$ cat config.mk
export PLATFORM = sky130hd
export DESIGN_NAME = pipeline_deliver_multi
export DESIGN_NICKNAME = d
export VERILOG_FILES = /design/src/rtl/pipeline_deliver_multi.sv
export SDC_FILE = /design/constraint.sdc
export NUM_CORES = 1
export LEC_CHECK = 0
export CORE_UTILIZATION = 25
export CTS_BUF_LIST = sky130_fd_sc_hd__clkbuf_4
export CTS_CLUSTER_SIZE = 24
export DETAILED_ROUTE_END_ITERATION = 6
export GPL_ROUTABILITY_DRIVEN = 0
export PLACE_DENSITY = 0.65
export REMOVE_ABC_BUFFERS = 1
export SETUP_SLACK_MARGIN = 0.2
export SYNTH_ARGS = -nofsm -noshare
export SYNTH_HDL_FRONTEND = slang
export SYNTH_SLANG_ARGS = --single-unit
$ cat constraint.sdc
create_clock -name clk -period 3.4 [get_ports clk]
set_input_delay 0.68 -clock clk [delete_from_list [all_inputs] [get_ports clk]]
set_output_delay 0.68 -clock clk [all_outputs]
set_load 0.05 [all_outputs]
$ cat src/rtl/pipeline_deliver_multi.sv
// pipeline_deliver_multi
//   Multi-lane deliver stage between the PC/branch-predictor stage and fetch.
//   LANES instruction slots (PC plus prediction payload) travel together through
//   DEPTH register stages. Lane 0 is the oldest slot in a group. A kill on a lane
//   also kills every younger lane. A saturating counter records each bubble
//   (all lanes invalid) that is loaded into the last stage.
//
// Parameters
//   WIDTH      payload bits per lane
//   LANES      parallel slots per group
//   DEPTH      register stages, legal range 1..4
//   CNT_WIDTH  bubble counter width
//
// Ports
//   clk                  clock, rising edge
//   rst                  synchronous active-high reset
//   flush                clear all stages (bubble counter untouched)
//   stall_current_stage  producer stalled: stage 0 takes a bubble, later stages shift
//   stall_next_stage     consumer stalled: every stage holds
//   valid_in  [LANES]    per-lane valid of the incoming group
//   kill_in   [LANES]    per-lane kill of the incoming group
//   data_in   [LANES*WIDTH]  lane i at [i*WIDTH +: WIDTH]
//   valid_out [LANES]    per-lane valid of the last stage
//   data_out  [LANES*WIDTH]  payload of the last stage; invalid lanes read as 0
//   bubble_count [CNT_WIDTH] saturating count of bubbles delivered to the last stage
module pipeline_deliver_multi #(
  parameter int WIDTH     = 32,
  parameter int LANES     = 2,
  parameter int DEPTH     = 1,
  parameter int CNT_WIDTH = 16
) (
  input  logic                   clk,
  input  logic                   rst,
  input  logic                   flush,
  input  logic                   stall_current_stage,
  input  logic                   stall_next_stage,
  input  logic [LANES-1:0]       valid_in,
  input  logic [LANES-1:0]       kill_in,
  input  logic [LANES*WIDTH-1:0] data_in,
  output logic [LANES-1:0]       valid_out,
  output logic [LANES*WIDTH-1:0] data_out,
  output logic [CNT_WIDTH-1:0]   bubble_count
);

  logic [LANES-1:0]       stage_valid [DEPTH];
  logic [LANES*WIDTH-1:0] stage_data  [DEPTH];

  logic                   killed;
  logic [LANES-1:0]       alive;
  logic [LANES*WIDTH-1:0] eff_data;
  logic [LANES-1:0]       s0_valid;
  logic [LANES*WIDTH-1:0] s0_data;
  logic [LANES-1:0]       last_valid_next;
  logic                   bubble_in;

  // In-order kill: once any lane at or below i is killed, lane i and all
  // younger lanes are dead. Dead lanes carry zero data so that invalid output
  // lanes always read as zero.
  // NOTE: every variable written here gets a default first, so no path leaves
  // it unassigned and no latch is inferred.
  always_comb begin
    killed   = 1'b0;
    alive    = '0;
    eff_data = '0;
    for (int i = 0; i < LANES; i++) begin
      killed   = killed | kill_in[i];
      alive[i] = valid_in[i] & ~killed;
      if (alive[i]) eff_data[i*WIDTH +: WIDTH] = data_in[i*WIDTH +: WIDTH];
    end
  end

  // Stage 0 takes a bubble while the producer is stalled.
  assign s0_valid = stall_current_stage ? '0 : alive;
  assign s0_data  = stall_current_stage ? '0 : eff_data;

  // Value the last stage would take on a loading edge; used for bubble counting.
  generate
    if (DEPTH == 1) begin : g_last_from_input
      assign last_valid_next = s0_valid;
    end else begin : g_last_from_stage
      assign last_valid_next = stage_valid[DEPTH-2];
    end
  endgenerate

  assign bubble_in = ~|last_valid_next;

  // NOTE: sequential state uses non-blocking assignments so every stage samples
  // the pre-edge value of its predecessor, giving a true shift register.
  always_ff @(posedge clk) begin
    if (rst) begin
      // NOTE: the stage array is reset explicitly because the outputs must read
      // as zero from the first reset edge; it is only DEPTH words, not a RAM.
      for (int k = 0; k < DEPTH; k++) begin
        stage_valid[k] <= '0;
        stage_data[k]  <= '0;
      end
      bubble_count <= '0;
    end else if (flush) begin
      for (int k = 0; k < DEPTH; k++) begin
        stage_valid[k] <= '0;
        stage_data[k]  <= '0;
      end
    end else if (!stall_next_stage) begin
      stage_valid[0] <= s0_valid;
      stage_data[0]  <= s0_data;
      for (int k = 1; k < DEPTH; k++) begin
        stage_valid[k] <= stage_valid[k-1];
        stage_data[k]  <= stage_data[k-1];
      end
      if (bubble_in && (bubble_count != '1)) begin
        bubble_count <= bubble_count + CNT_WIDTH'(1);
      end
    end
  end

  assign valid_out = stage_valid[DEPTH-1];
  assign data_out  = stage_data[DEPTH-1];

endmodule

==> Word level (Yosys, flattened, before mapping) <==
Memory sizes are Yosys's and may differ from the RTL's.
Index checks and enable logic that the tools add are counted.
{ "totals": {"romBits": 0, "regBits": 16, "n_memories": 2, "inputBits": 73, "elab_cells": 41, "latch_bits": 0, "ramBits": 66, "out_inout_bits": 82} }
{ "op_classes": {"n_eq_ne": 1, "bitwise_logic": 7, "add_sub_neg": 1, "n_lt_le_gt_ge": 0, "mul": 0, "reduce_logical": 8, "shifts": 0, "div_mod_pow": 0, "n_mux": 21} }
{ "mem_list": {"columns": ["name", "words", "word_bits", "rd", "rd_ports_with_merged_regs", "wr", "line", "source"], "rows": [
  ["stage_data", 1, 64, 1, 0, 1, "46", "logic [LANES*WIDTH-1:0] stage_data [DEPTH];"],
  ["stage_valid", 1, 2, 1, 0, 1, "45", "logic [LANES-1:0] stage_valid [DEPTH];"]
]} }
{ "op_table": {"columns": ["cell", "n"], "rows": [
  ["64-bit 2-to-1 mux", 3],
  ["64-bit OR reduction", 2],
  ["32-bit 2-to-1 mux", 2],
  ["16-bit by 1-bit adder with 16-bit output (second input constant)", 1],
  ["16-bit inequality test (second input constant)", 1],
  ["1-bit 2-to-1 mux", 13],
  ["2-bit 2-to-1 mux", 3],
  ["2-bit OR reduction", 3],
  ["1-bit inverter", 4],
  ["3-bit AND reduction", 1],
  ["1-bit AND", 2],
  ["1-bit logical AND", 1],
  ["1-bit logical NOT", 1],
  ["1-bit bitwise OR", 1]
]} }

==> Depth between registers and ports, before layout <==
Gate-level depths: netlist of run 1.
{ "depth": {"depth_word": 8, "ltp_mapped": 7} }

==> Worst setup path before layout of run 1 <==
Ideal clock, no wire load.
{ "synth_timing": {"path_kind": "input to register", "start": "input port rst", "end": "memory stage_data[0][0] (netlist bit) (enable)", "stages": 3, "required_ns": 2.974, "t_arrival_ns": 2.402, "path_slack_ns": 0.572, "cell_sequence": "clkbuf_1 -> nor2_1 -> nand2_1"} }
{ "synth_between": {"elab_chain_cells": 5, "elab_cells_between_ends": 10, "cone_classes": "mux (8); reduce/logical (2)"} }
{ "synth_lines": {"columns": ["item", "line", "source"], "rows": [
  ["from (decl)", "33", "input logic rst,"],
  ["1-bit 2-to-1 mux", "90", "if (rst) begin"],
  ["1-bit 2-to-1 mux (not written as such)", "101", "stage_data[k] <= '0;"],
  ["64-bit OR reduction (no source line)", null, null],
  ["1-bit 2-to-1 mux (no source line)", null, null],
  ["1-bit 2-to-1 mux (no source line) *", null, null],
  ["to (decl)", "46", null]
]} }
Mark *: on every way between the ends. The rest lies on a longest branch, timed or not.

==> Final worst setup path of run 1 <==
{ "layout_timing": {"start": "input port kill_in[1]", "end": "register bubble_count[14]"} }
{ "layout_between": {"elab_chain_cells": 8} }
{ "layout_lines": {"columns": ["item", "line", "source"], "rows": [
  ["from (decl)", "38", "input logic [LANES-1:0] kill_in,"],
  ["1-bit bitwise OR", "66", "killed = killed | kill_in[i];"],
  ["1-bit inverter", "67", "alive[i] = valid_in[i] & ~killed;"],
  ["1-bit AND", "67", null],
  ["2-bit 2-to-1 mux", "73", "assign s0_valid = stall_current_stage ? '0 : alive;"],
  ["2-bit OR reduction", "85", "assign bubble_in = ~|last_valid_next;"],
  ["1-bit logical NOT", "85", null],
  ["1-bit logical AND", "110", "if (bubble_in && (bubble_count != '1)) begin"],
  ["3-bit AND reduction (no source line)", null, null],
  ["to (signal assigned)", "111", "bubble_count <= bubble_count + CNT_WIDTH'(1);"],
  ["to (decl)", "42", "output logic [CNT_WIDTH-1:0] bubble_count"]
]} }
No other way between the ends.
A chain may end at the register's enable or synchronous reset.

==> out/qor.yml, run 1 <==
critical_path:
  endpoint_kind: "register"
  worstPathRequired_ns: 3.75
  critPathMaxFanout: 10
  start_kind: "primary input"
  r2r_slack_ns: 1.18
  critPathArrivalTime_ns: 2.83
  critical_path_class: "in -> reg"
finish:
  fillers: 1203
  post_route_cells_drive_above_1_share_pct: 6.68
  synthToLayoutAreaGrowth_pct: 59.2
  final_nets: 473
synthesis:
  synth-seq-area-share_pct: 70.7
  yosysTopAreaCell: "edfxtp_1"
  synth-seq-cells: 82
  synth_edf_count: 66
  synth-simple-area-share_pct: 22.2
  synth_top_family_by_area: "simple AND/OR/NAND/NOR gates"
  synth_largest_type_area_fraction_pct: 60.9
  avgSynthCellArea_um2: 13.6
  syn_area_um2: 3260
  synthXorXnorAreaFrac_pct: 2.42
  yosysMostFrequentCell: "edfxtp_1"
  synth-adder-area-share_pct: 0.384
  synthCells: 240
  muxShareOfSynthArea_pct: 0.307
  ys_async_sr_fraction_pct: 0
  synthFlopType: "edfxtp_1"
  synth_area_leaders: "edfxtp_1 61%, and2_1 12%, dfxtp_1 9.8%"
  ys_types: 29
  synth_compound_area_share_pct: 2.23
  yosys_warnings: 0
  synth_common_cells: "66 x edfxtp_1, 65 x and2_1, 16 x dfxtp_1, 16 x nor2_1"
pwr:
  peakVddDrop_uv: 111
  p_comb_share_pct: 15.1
  swShare_pct: 25.4
  power.switching_uw: 530
  p_seq_share_pct: 53.7
  p_leak_nw: 1.89
  p_total_mw: 2.09
  p_int_mw: 1.56
  power.density_nw_per_um2: 403
  pwr-share-clk_pct: 31.2
global_routing:
  grt_pass1_vias: 2379
  grt_pass1_wl_um: 11900
  grt_util_all_layers_pct: 11.8
  grt-ovfl-total: 0
  antenna_found_initial: 1
  grt_max_degree: 34
outcome:
  status: "finished clean"
sta:
  setup_violations: 0
  drv_slew: 0
  setup_tns_ns: 0
  worst-slew-pin-transition_ns: 0.924
  min_period_over_period_pct: 72.8
  relSlewSlack_pct: 37.8
  min_period_ns: 2.48
  setup_ws_ns: 0.924
  hold_viol: 0
  rsz0062_at_grt: "false"
  fmax_mhz: 404
  skew_ns: 0.00129
floorplan:
  core-area_um2: 12700
  initial_utilization_pct: 25.7
  rows: 41
  dieArea_um2: 13500
  fp.dieW_um: 116
  pin_count: 155
  die_height_um: 116
cts:
  cts_max_path_buffers: 2
  cts_buffers: 9
  post_cts_resized: 0
  postCtsSetupRepairBufs: 0
  clkSlewWorstSetupHoldPaths_ns: 0.13
  cts_tree: "yes"
  root_buffer: "clkbuf_4"
  htreeDepth: 3
  clock_latency_ns: 0.41
  clock-sinks: 82
  postCtsHoldBufs: 0
detailed_routing:
  detail-route-antenna-nets: 0
  routedWlPerCell_um: 14.0
  drc: 0
  viasPerCell: 4.23
  route.met2.wl_um: 3890
  routed_wl_um: 8100
  drtIter0Drc: 173
  vias: 2442
  wl_met3_um: 733
  wl_met1_um: 3380
  drt_pass1_iterations: 4
  highest_layer: "met4"
placement:
  pre_cts_ws_ns: 0.490
  hpwlAfterDp_um: 5760
  io_buffers: 154
job:
  cap_viol_max_count: 0
worst_hold_path:
  hp-class: "reg -> reg"
-- per-stage QoR --
stage	std cells	hold slack (ns)	util [%]	cell area [um^2]
floorplan	230	0.709	-	3210
global placement	560	0.481	39.6	5020
detailed placement	560	0.505	39.6	5020
CTS	576	0.525	40.9	5180
global route	576	0.553	40.9	5180
finish	577	0.522	40.9	5180
-- routing by layer --
layer  track usage (%)  up-vias
met2              19.6      120
met1              14.0     1142
met5                 0        -
met4              4.70        0
met3              4.20        6
li1                  -     1174
-- path summary, 6_finish.rpt --
path,from,to,depth (start not counted)
worst max register to register,bubble_count[0]$_SDFFE_PP0P_,bubble_count[0]$_SDFFE_PP0P_,6
worst min-delay path,bubble_count[13]$_SDFFE_PP0P_,bubble_count[13]$_SDFFE_PP0P_,2
worst min register to register,bubble_count[13]$_SDFFE_PP0P_,bubble_count[13]$_SDFFE_PP0P_,2
worst max-delay path,kill_in[1],bubble_count[14]$_SDFFE_PP0P_,6
-- worst max-delay path, cell delays in order --
cell	delay [ns]
clkdlybuf4s50_1	0.50
nor2b_4	0.05
o21a_1	0.27
or4_1	0.71
or4_1	0.46
a21oi_1	0.16
-- logic make-up after synthesis --
family | count (synthesis)
simple gates | 122
flops | 82
compound gates | 12
buf+inv | 13
xor+xnor | 9
mux | 1
fa+ha+maj | 1
-- placed cells by master, fill, tap and decap left out, drive strengths merged --
master	n
a21oi	5
and2	65
and3	2
and4bb	1
buf	4
bufinv	2
clkbuf	10
clkdlybuf4s50	154
clkinv	2
clkinvlp	1
dfxtp	16
diode	1
edfxtp	66
ha	1
inv	4
mux2i	1
nand2	6
nand3	5
nand4	5
nor2	16
nor2b	1
nor3	4
nor4	7
o21a	1
o21ai	2
o31ai	4
or2	2
or3	1
or4	6
or4b	1
xnor2	8
xor2	1
-- sequential cells by signal (all words and copies together) (netlist names) --
| name | count |
|---|---|
| bubble_count | 16 |
| stage_data | 64 |
| stage_valid | 2 |
-- power by group through the flow --
stage / Sequential (mW) / Combinational (mW) / Clock [mW]
CTS: 1.12 / 0.318 / 0.684
global route: 1.13 / 0.329 / 0.716
detailed placement: 1.15 / 0.317 / 0
global placement: 1.14 / 0.316 / 0
floorplan: 1.28 / 0.0206 / 0
finish: 1.12 / 0.316 / 0.653
-- final cells by class --
class                           instances  area, um^2  area share (%)
Antenna cell                            1        2.50          0.0483
Inverter                                3        11.3           0.217
Tap cell                              172         215            4.15
Clock inverter                          6        90.1            1.74
Clock buffer                           10        75.1            1.45
Timing Repair Buffer                  158        1580            30.6
Sequential cell                        82        2300            44.4
Multi-Input combinational cell        145         905            17.4
No activity file was read; power rests on OpenSTA's default activity.
==> inputs of run 2 (changes only) <==
--- a/config.mk
+++ b/config.mk
@@ -10,7 +10,7 @@
 export CTS_CLUSTER_SIZE = 24
 export DETAILED_ROUTE_END_ITERATION = 6
 export GPL_ROUTABILITY_DRIVEN = 0
-export PLACE_DENSITY = 0.65
+export PLACE_DENSITY = 0.66
 export REMOVE_ABC_BUFFERS = 1
 export SETUP_SLACK_MARGIN = 0.2
 export SYNTH_ARGS = -nofsm -noshare
==> constraint.sdc (replaced) <==
create_clock -name clk -period 2 [get_ports clk]
set_input_delay 0.4 -clock clk [delete_from_list [all_inputs] [get_ports clk]]
set_output_delay 0.4 -clock clk [all_outputs]
set_load 0.05 [all_outputs]
==> out/qor.yml, run 2 (synthesis results as in run 1) <==
outcome:
  status: "finished clean"
finish:
  post-route-cell-area_um2: 5360  # +3.4%
  final_cell_mix: "71 x clkdlybuf4s50_1, 66 x edfxtp_1, 65 x and2_1, 64 x dlygate4sd2_1, 35 x buf_4"
  final_nets: 502  # +6.1%
  largest_reg_flops: 64  # unchanged
  top_regs: "stage_data (64), bubble_count (16), stage_valid (2)"
  diodes: 0  # -1
  multiInputGateArea_um2: 962  # +6.4%
  fin_cells: 604  # +4.7%
  fillers: 1207  # +0.33%
  top_register: "stage_data"
  seq_area_um2: 2310  # +0.16%
  final_common_cell: "clkdlybuf4s50_1"
  finish.utilization_pct: 42.3  # +1.4 points
  post_route_cells_drive_above_1_share_pct: 18.8  # +12 points
  synthToLayoutAreaGrowth_pct: 64.6
sta:
  relSlewSlack_pct: 64.0  # +26 points
  hold_viol: 0  # unchanged
  worst-slew-pin-transition_ns: 0.542  # -0.382 ns
  setup_tns_ns: 0  # unchanged
  min_period_over_period_pct: 96.5
  skew_ns: 0.00814  # +0.00686 ns
  setup_violations: 0  # unchanged
  drv_slew: 0  # unchanged
  fmax_mhz: 518
  min_period_ns: 1.93
  rsz0062_at_grt: "true"
critical_path:
  crit_family: "simple AND/OR/NAND/NOR gates"
  worstPathRequired_ns: 2.36  # -1.39 ns
  endpoint_kind: "register"
  slowest_delay_ns: 0.59  # -0.12 ns
  reg2regPathDepth: 7  # +1
  critPathMaxFanout: 7  # -3
  critPathBufInv: 1  # unchanged
  r2r_slack_ns: 0.08  # -1.10 ns
  critPathArrivalTime_ns: 2.29  # -0.54 ns
  crit_chain: "clkdlybuf4s50_1, nor2b_4, o21a_1, or4_4, or4_1, a21oi_1"
  r2r-start: "bubble_count[0]$_SDFFE_PP0P_"
  crit_slowest_cell: "or4_4"
  regToRegEndpoint: "bubble_count[11]$_SDFFE_PP0P_"
  critical_path_class: "in -> reg"
  start_kind: "primary input"
pwr:
  p_comb_share_pct: 15.4  # +0.3 points
  pwr-share-clk_pct: 27.7  # -3.5 points
  p_seq_share_pct: 56.9  # +3.2 points
  power.density_nw_per_um2: 625  # +55%
  swShare_pct: 26.4  # +1.0 points
  p_int_mw: 2.47  # +58%
  power.switching_uw: 883  # +67%
  peakVddDrop_uv: 271  # +140%
  p_leak_nw: 2.30  # +22%
cts:
  root_buffer: "clkbuf_4"
  htreeDepth: 3  # unchanged
  cts_tree: "yes"
  clock-sinks: 82  # unchanged
  cts_max_path_buffers: 2  # unchanged
  clkSlewWorstSetupHoldPaths_ns: 0.13  # about the same
  clock_latency_ns: 0.42  # about the same
  cts_buffers: 9  # unchanged
  postCtsHoldBufs: 0  # unchanged
detailed_routing:
  routed_wl_um: 8440  # +4.2%
  viasPerCell: 4.20  # -0.87%
  routedWlPerCell_um: 14.0  # -0.47%
  vias: 2534  # +3.8%
  drt_pass1_iterations: 4  # unchanged
  detail-route-antenna-nets: 0  # unchanged
  drtIter0Drc: 161  # -6.9%
  drc: 0  # unchanged
floorplan:
  fp.dieW_um: 116  # unchanged
  die_height_um: 116  # unchanged
  dieArea_um2: 13500  # unchanged
  initial_utilization_pct: 25.7  # unchanged
  rows: 41  # unchanged
  core-area_um2: 12700  # unchanged
  pin_count: 155  # unchanged
global_routing:
  grt-ovfl-total: 0  # unchanged
  grt_max_degree: 40  # +18%
  grt_pass1_vias: 2552  # +7.3%
  grt_pass1_wl_um: 13000  # +8.6%
  grt_util_all_layers_pct: 12.8  # +1.0 points
  antenna_found_initial: 0  # -1
worst_hold_path:
  hp-class: "reg -> reg"
  whs_path_depth: 2  # unchanged
  min_from: "bubble_count[13]$_SDFFE_PP0P_"
  hold_end: "bubble_count[13]$_SDFFE_PP0P_"
placement:
  hpwlAfterDp_um: 6080  # +5.6%
  dp.cells: 586  # +4.6%
  dpl_cell_area_um2: 5220  # +4.0%
  io_buffers: 154  # unchanged
job:
  cap_viol_max_count: 0  # unchanged
==> run 2: cell count changes in the layout (fill, tap and decap cells not counted), moves of 3 or more <==
cell             before  now
dlygate4sd2_1         0   64
clkdlybuf4s50_1     154   71
dfxtp_2               0    3
clkdlybuf4s15_2       0    9
clkdlybuf4s15_1       0    4
dfxtp_1              16   13
buf_4                 3   35
==> run 2: through the flow <==
| stage | power, mW | hold slack (ns) | setup WS, ns |
|---|---|---|---|
| floorplan | 2.21 | 0.469 | -0.335 |
| global placement | 2.50 | 0.492 | -0.397 |
| detailed placement | 2.50 | 0.515 | -0.471 |
| CTS | 3.39 | 0.543 | 0.0862 |
| global route | 3.49 | 0.532 | 0.0227 |
| finish | 3.35 | 0.511 | 0.0695 |
==> run 2: how the worst max path moves through the flow <==
stage,slack [ns],cells after the start,start,end
floorplan,-0.33,6,bubble_count[0]$_SDFFE_PP0P_,bubble_count[12]$_SDFFE_PP0P_
finish,0.07,6,valid_in[1],bubble_count[11]$_SDFFE_PP0P_
detailed placement,-0.47,6,kill_in[1],bubble_count[14]$_SDFFE_PP0P_
global placement,-0.40,5,stall_next_stage,bubble_count[12]$_SDFFE_PP0P_
global route,0.02,7,bubble_count[0]$_SDFFE_PP0P_,bubble_count[15]$_SDFFE_PP0P_
CTS,0.09,7,bubble_count[0]$_SDFFE_PP0P_,bubble_count[11]$_SDFFE_PP0P_
==> run 2: worst register-to-register path, stage by stage (launching register included) <==
cell	delay [ns]
dfxtp_2	0.36
ha_4	0.16
nand4_1	0.10
buf_4	0.14
nor4_2	0.05
or4_4	0.48
or4_1	0.42
a21oi_1	0.15
==> run 2: area by class of cell <==
type	instances	share of cell area, %
Clock buffer	9	1.26
Multi-Input combinational cell	145	17.9
Sequential cell	82	43.0
Tap cell	172	4.01
Timing Repair Buffer	187	32.5
Inverter	3	0.210
Clock inverter	6	1.10
==> run 2: power by group through the flow <==
stage | Combinational, mW | Sequential, mW | Clock (mW)
6_report | 0.514 | 1.91 | 0.929
5_1_grt | 0.539 | 1.91 | 1.04
4_1_cts | 0.518 | 1.91 | 0.966
3_5_place_dp | 0.555 | 1.95 | 0
3_3_place_gp | 0.555 | 1.94 | 0
2_1_floorplan | 0.0350 | 2.17 | 0
==> run 2: timing repair <==
item                       4_1_cts  5_1_grt
buffers inserted                 2        1
resized for setup              106       11
setup endpoints to repair       84       18
pin swaps                        4        4
==> run 2: layer usage <==
metal	track usage [%]	wire [um]	share of wire, %	vias up
met5	0	0	0	-
met4	4.62	72	0.85	0
met3	3.89	692	8.2	5
li1	-	-	-	1229
met2	21.5	4080	48	118
met1	15.6	3590	43	1182
==> inputs of run 3 (changes only) <==
--- a/config.mk
+++ b/config.mk
@@ -5,6 +5,7 @@
 export SDC_FILE = /design/constraint.sdc
 export NUM_CORES = 1
 export LEC_CHECK = 0
+export CORE_MARGIN = 5
 export CORE_UTILIZATION = 25
 export CTS_BUF_LIST = sky130_fd_sc_hd__clkbuf_4
 export CTS_CLUSTER_SIZE = 24
==> out/qor.yml, run 3 (synthesis results as in run 1) <==
detailed_routing:
  drt_pass1_iterations: 4  # unchanged
  viasPerCell: 4.20  # +0.22%
  route.met2.wl_um: 4320  # +5.8%
  drtIter0Drc: 214  # +33%
  wl_met3_um: 975  # +41%
  routedWlPerCell_um: 15.2  # +8.8%
  wl_met1_um: 3740  # +4.2%
  routed_wl_um: 9210  # +9.2%
  detail-route-antenna-nets: 0  # unchanged
  highest_layer: "met5"
  vias: 2548  # +0.55%
  drc: 0  # unchanged
cts:
  cts_buffers: 9  # unchanged
  cts_max_path_buffers: 2  # unchanged
  cts_tree: "yes"
  clkSlewWorstSetupHoldPaths_ns: 0.13  # about the same
  root_buffer: "clkbuf_4"
  clock-sinks: 82  # unchanged
  htreeDepth: 3  # unchanged
  clock_latency_ns: 0.41  # about the same
placement:
  pre_cts_ws_ns: -0.451  # +0.0198 ns
  io_buffers: 154  # unchanged
  hpwlAfterDp_um: 6830  # +12%
  dp.cells: 582  # -0.68%
critical_path:
  worstPathRequired_ns: 2.36  # about the same
  endpoint_kind: "register"
  critPathArrivalTime_ns: 2.24  # -0.05 ns
  critPathMaxFanout: 7  # unchanged
  critical_path_class: "reg -> reg"
  start_kind: "register"
job:
  cap_viol_max_count: 0  # unchanged
finish:
  final_common_cell: "clkdlybuf4s50_1"
  synthToLayoutAreaGrowth_pct: 66.7
  final_nets: 503  # +0.20%
  seq_area_um2: 2310  # +0.16%
  multiInputGateArea_um2: 937  # -2.6%
  post_route_cells_drive_above_1_share_pct: 19.1  # +0.37 points
  diodes: 0  # unchanged
  top_regs: "stage_data (64), bubble_count (16), stage_valid (2)"
  fillers: 1239  # +2.7%
  fin_cells: 606  # +0.33%
  largest_reg_flops: 64  # unchanged
  final_cell_mix: "70 x clkdlybuf4s50_1, 66 x edfxtp_1, 65 x and2_1, 55 x dlygate4sd2_1, 42 x buf_4"
  top_register: "stage_data"
sta:
  rsz0062_at_grt: "true"
  setup_ws_ns: 0.124  # +0.0549 ns
  setup_tns_ns: 0  # unchanged
  min_period_over_period_pct: 93.8  # -2.7 points
  setup_violations: 0  # unchanged
  relSlewSlack_pct: 64.8  # +0.83 points
  worst-slew-pin-transition_ns: 0.530  # -0.0124 ns
  drv_slew: 0  # unchanged
  holdWs_ns: 0.540  # +0.0289 ns
  min_period_ns: 1.88  # -0.0549 ns
  hold_viol: 0  # unchanged
  skew_ns: 0.0103  # +0.00212 ns
  fmax_mhz: 533  # +2.9%
pwr:
  swShare_pct: 24.1  # -2.3 points
  p_seq_share_pct: 50.1  # -6.8 points
  peakVddDrop_uv: 288  # +6.3%
  pwr-share-clk_pct: 36.1  # +8.4 points
  p_leak_nw: 2.33  # +1.3%
  p_int_mw: 2.88  # +17%
  power.switching_uw: 914  # +3.5%
  p_comb_share_pct: 13.8  # -1.6 points
  power.density_nw_per_um2: 699  # +12%
floorplan:
  pin_count: 155  # unchanged
  die_height_um: 124  # +6.9%
  core-area_um2: 12700  # +0.40%
  dieArea_um2: 15400  # +14%
  fp.dieW_um: 124  # +6.9%
  rows: 41  # unchanged
  initial_utilization_pct: 25.6  # -0.10 points
global_routing:
  grt_pass1_vias: 2633  # +3.2%
  grt_pass1_wl_um: 13700  # +5.7%
  antenna_found_initial: 1  # +1
  grt-ovfl-total: 0  # unchanged
  grt_util_all_layers_pct: 11.7  # -1.1 points
  grt_max_degree: 34  # -15%
worst_hold_path:
  hp-class: "reg -> reg"
outcome:
  status: "finished clean"
[run 3: changes by cell type in the layout (fill, tap and decap cells not counted), moves of 2 or more]
cell	change
a21oi_1	+2
a21oi_2	-2
buf_4	+7
bufinv_16	+3
clkdlybuf4s15_1	+7
clkdlybuf4s15_2	-5
clkinv_2	-2
clkinvlp_4	-2
dlygate4sd2_1	-9
o31ai_1	+2
o31ai_2	-2
[run 3: timing repair]
item / CTS / global route
pin swaps: 9 / 2
setup endpoints to repair: 76 / 27
cloned: 0 / 0
hold buffers: 0 / 0
buffers inserted: 4 / 4
gates resized for setup: 88 / 18
[run 3: layout make-up]
type,count,area share [%]
Multi-Input combinational cell,145,17.3
Clock inverter,6,2.54
Sequential cell,82,42.5
Timing Repair Buffer,188,32.1
Tap cell,172,3.96
Clock buffer,10,1.38
Inverter,3,0.207
[run 3: critical path, stage by stage (launching register included)]
cell and delay (ns):
dfxtp_2 0.38, nand4_1 0.16, buf_4 0.16, nor4_2 0.05, or4_4 0.46, or4_1 0.53, nand2_1 0.08
[run 3: path summary, 6_finish.rpt]
kind / depth (start not counted) / end / slack [ns] / start
worst max-delay path: 6 / bubble_count[10]$_SDFFE_PP0P_ / 0.12 / bubble_count[11]$_SDFFE_PP0P_
worst min-delay path: 2 / bubble_count[13]$_SDFFE_PP0P_ / 0.54 / bubble_count[13]$_SDFFE_PP0P_
worst max register to register: 6 / bubble_count[10]$_SDFFE_PP0P_ / 0.12 / bubble_count[11]$_SDFFE_PP0P_
worst min register to register: 2 / bubble_count[13]$_SDFFE_PP0P_ / 0.54 / bubble_count[13]$_SDFFE_PP0P_
[run 3: power groups by stage]
stage          sequential [mW]  clock, mW  combinational [mW]
3_5_place_dp              1.95          0               0.563
2_1_floorplan             2.17          0              0.0350
4_1_cts                   1.91       1.42               0.528
6_report                  1.90       1.37               0.523
3_3_place_gp              1.94          0               0.561
5_1_grt                   1.91       1.50               0.547
[run 3: metal layers]
layer / vias to the layer above / track usage, %
li1: 1234 / -
met1: 1169 / 14.1
met2: 128 / 19.3
met3: 15 / 3.81
met4: 2 / 5.07
met5: - / 0
[run 3: metrics by stage]
step                area (um^2)  util, %  total power, mW
floorplan                  3210        -             2.21
global placement           5190     40.8             2.50
detailed placement         5190     40.8             2.51
CTS                        5380     42.3             3.86
global route               5430     42.7             3.96
finish                     5430     42.7             3.80
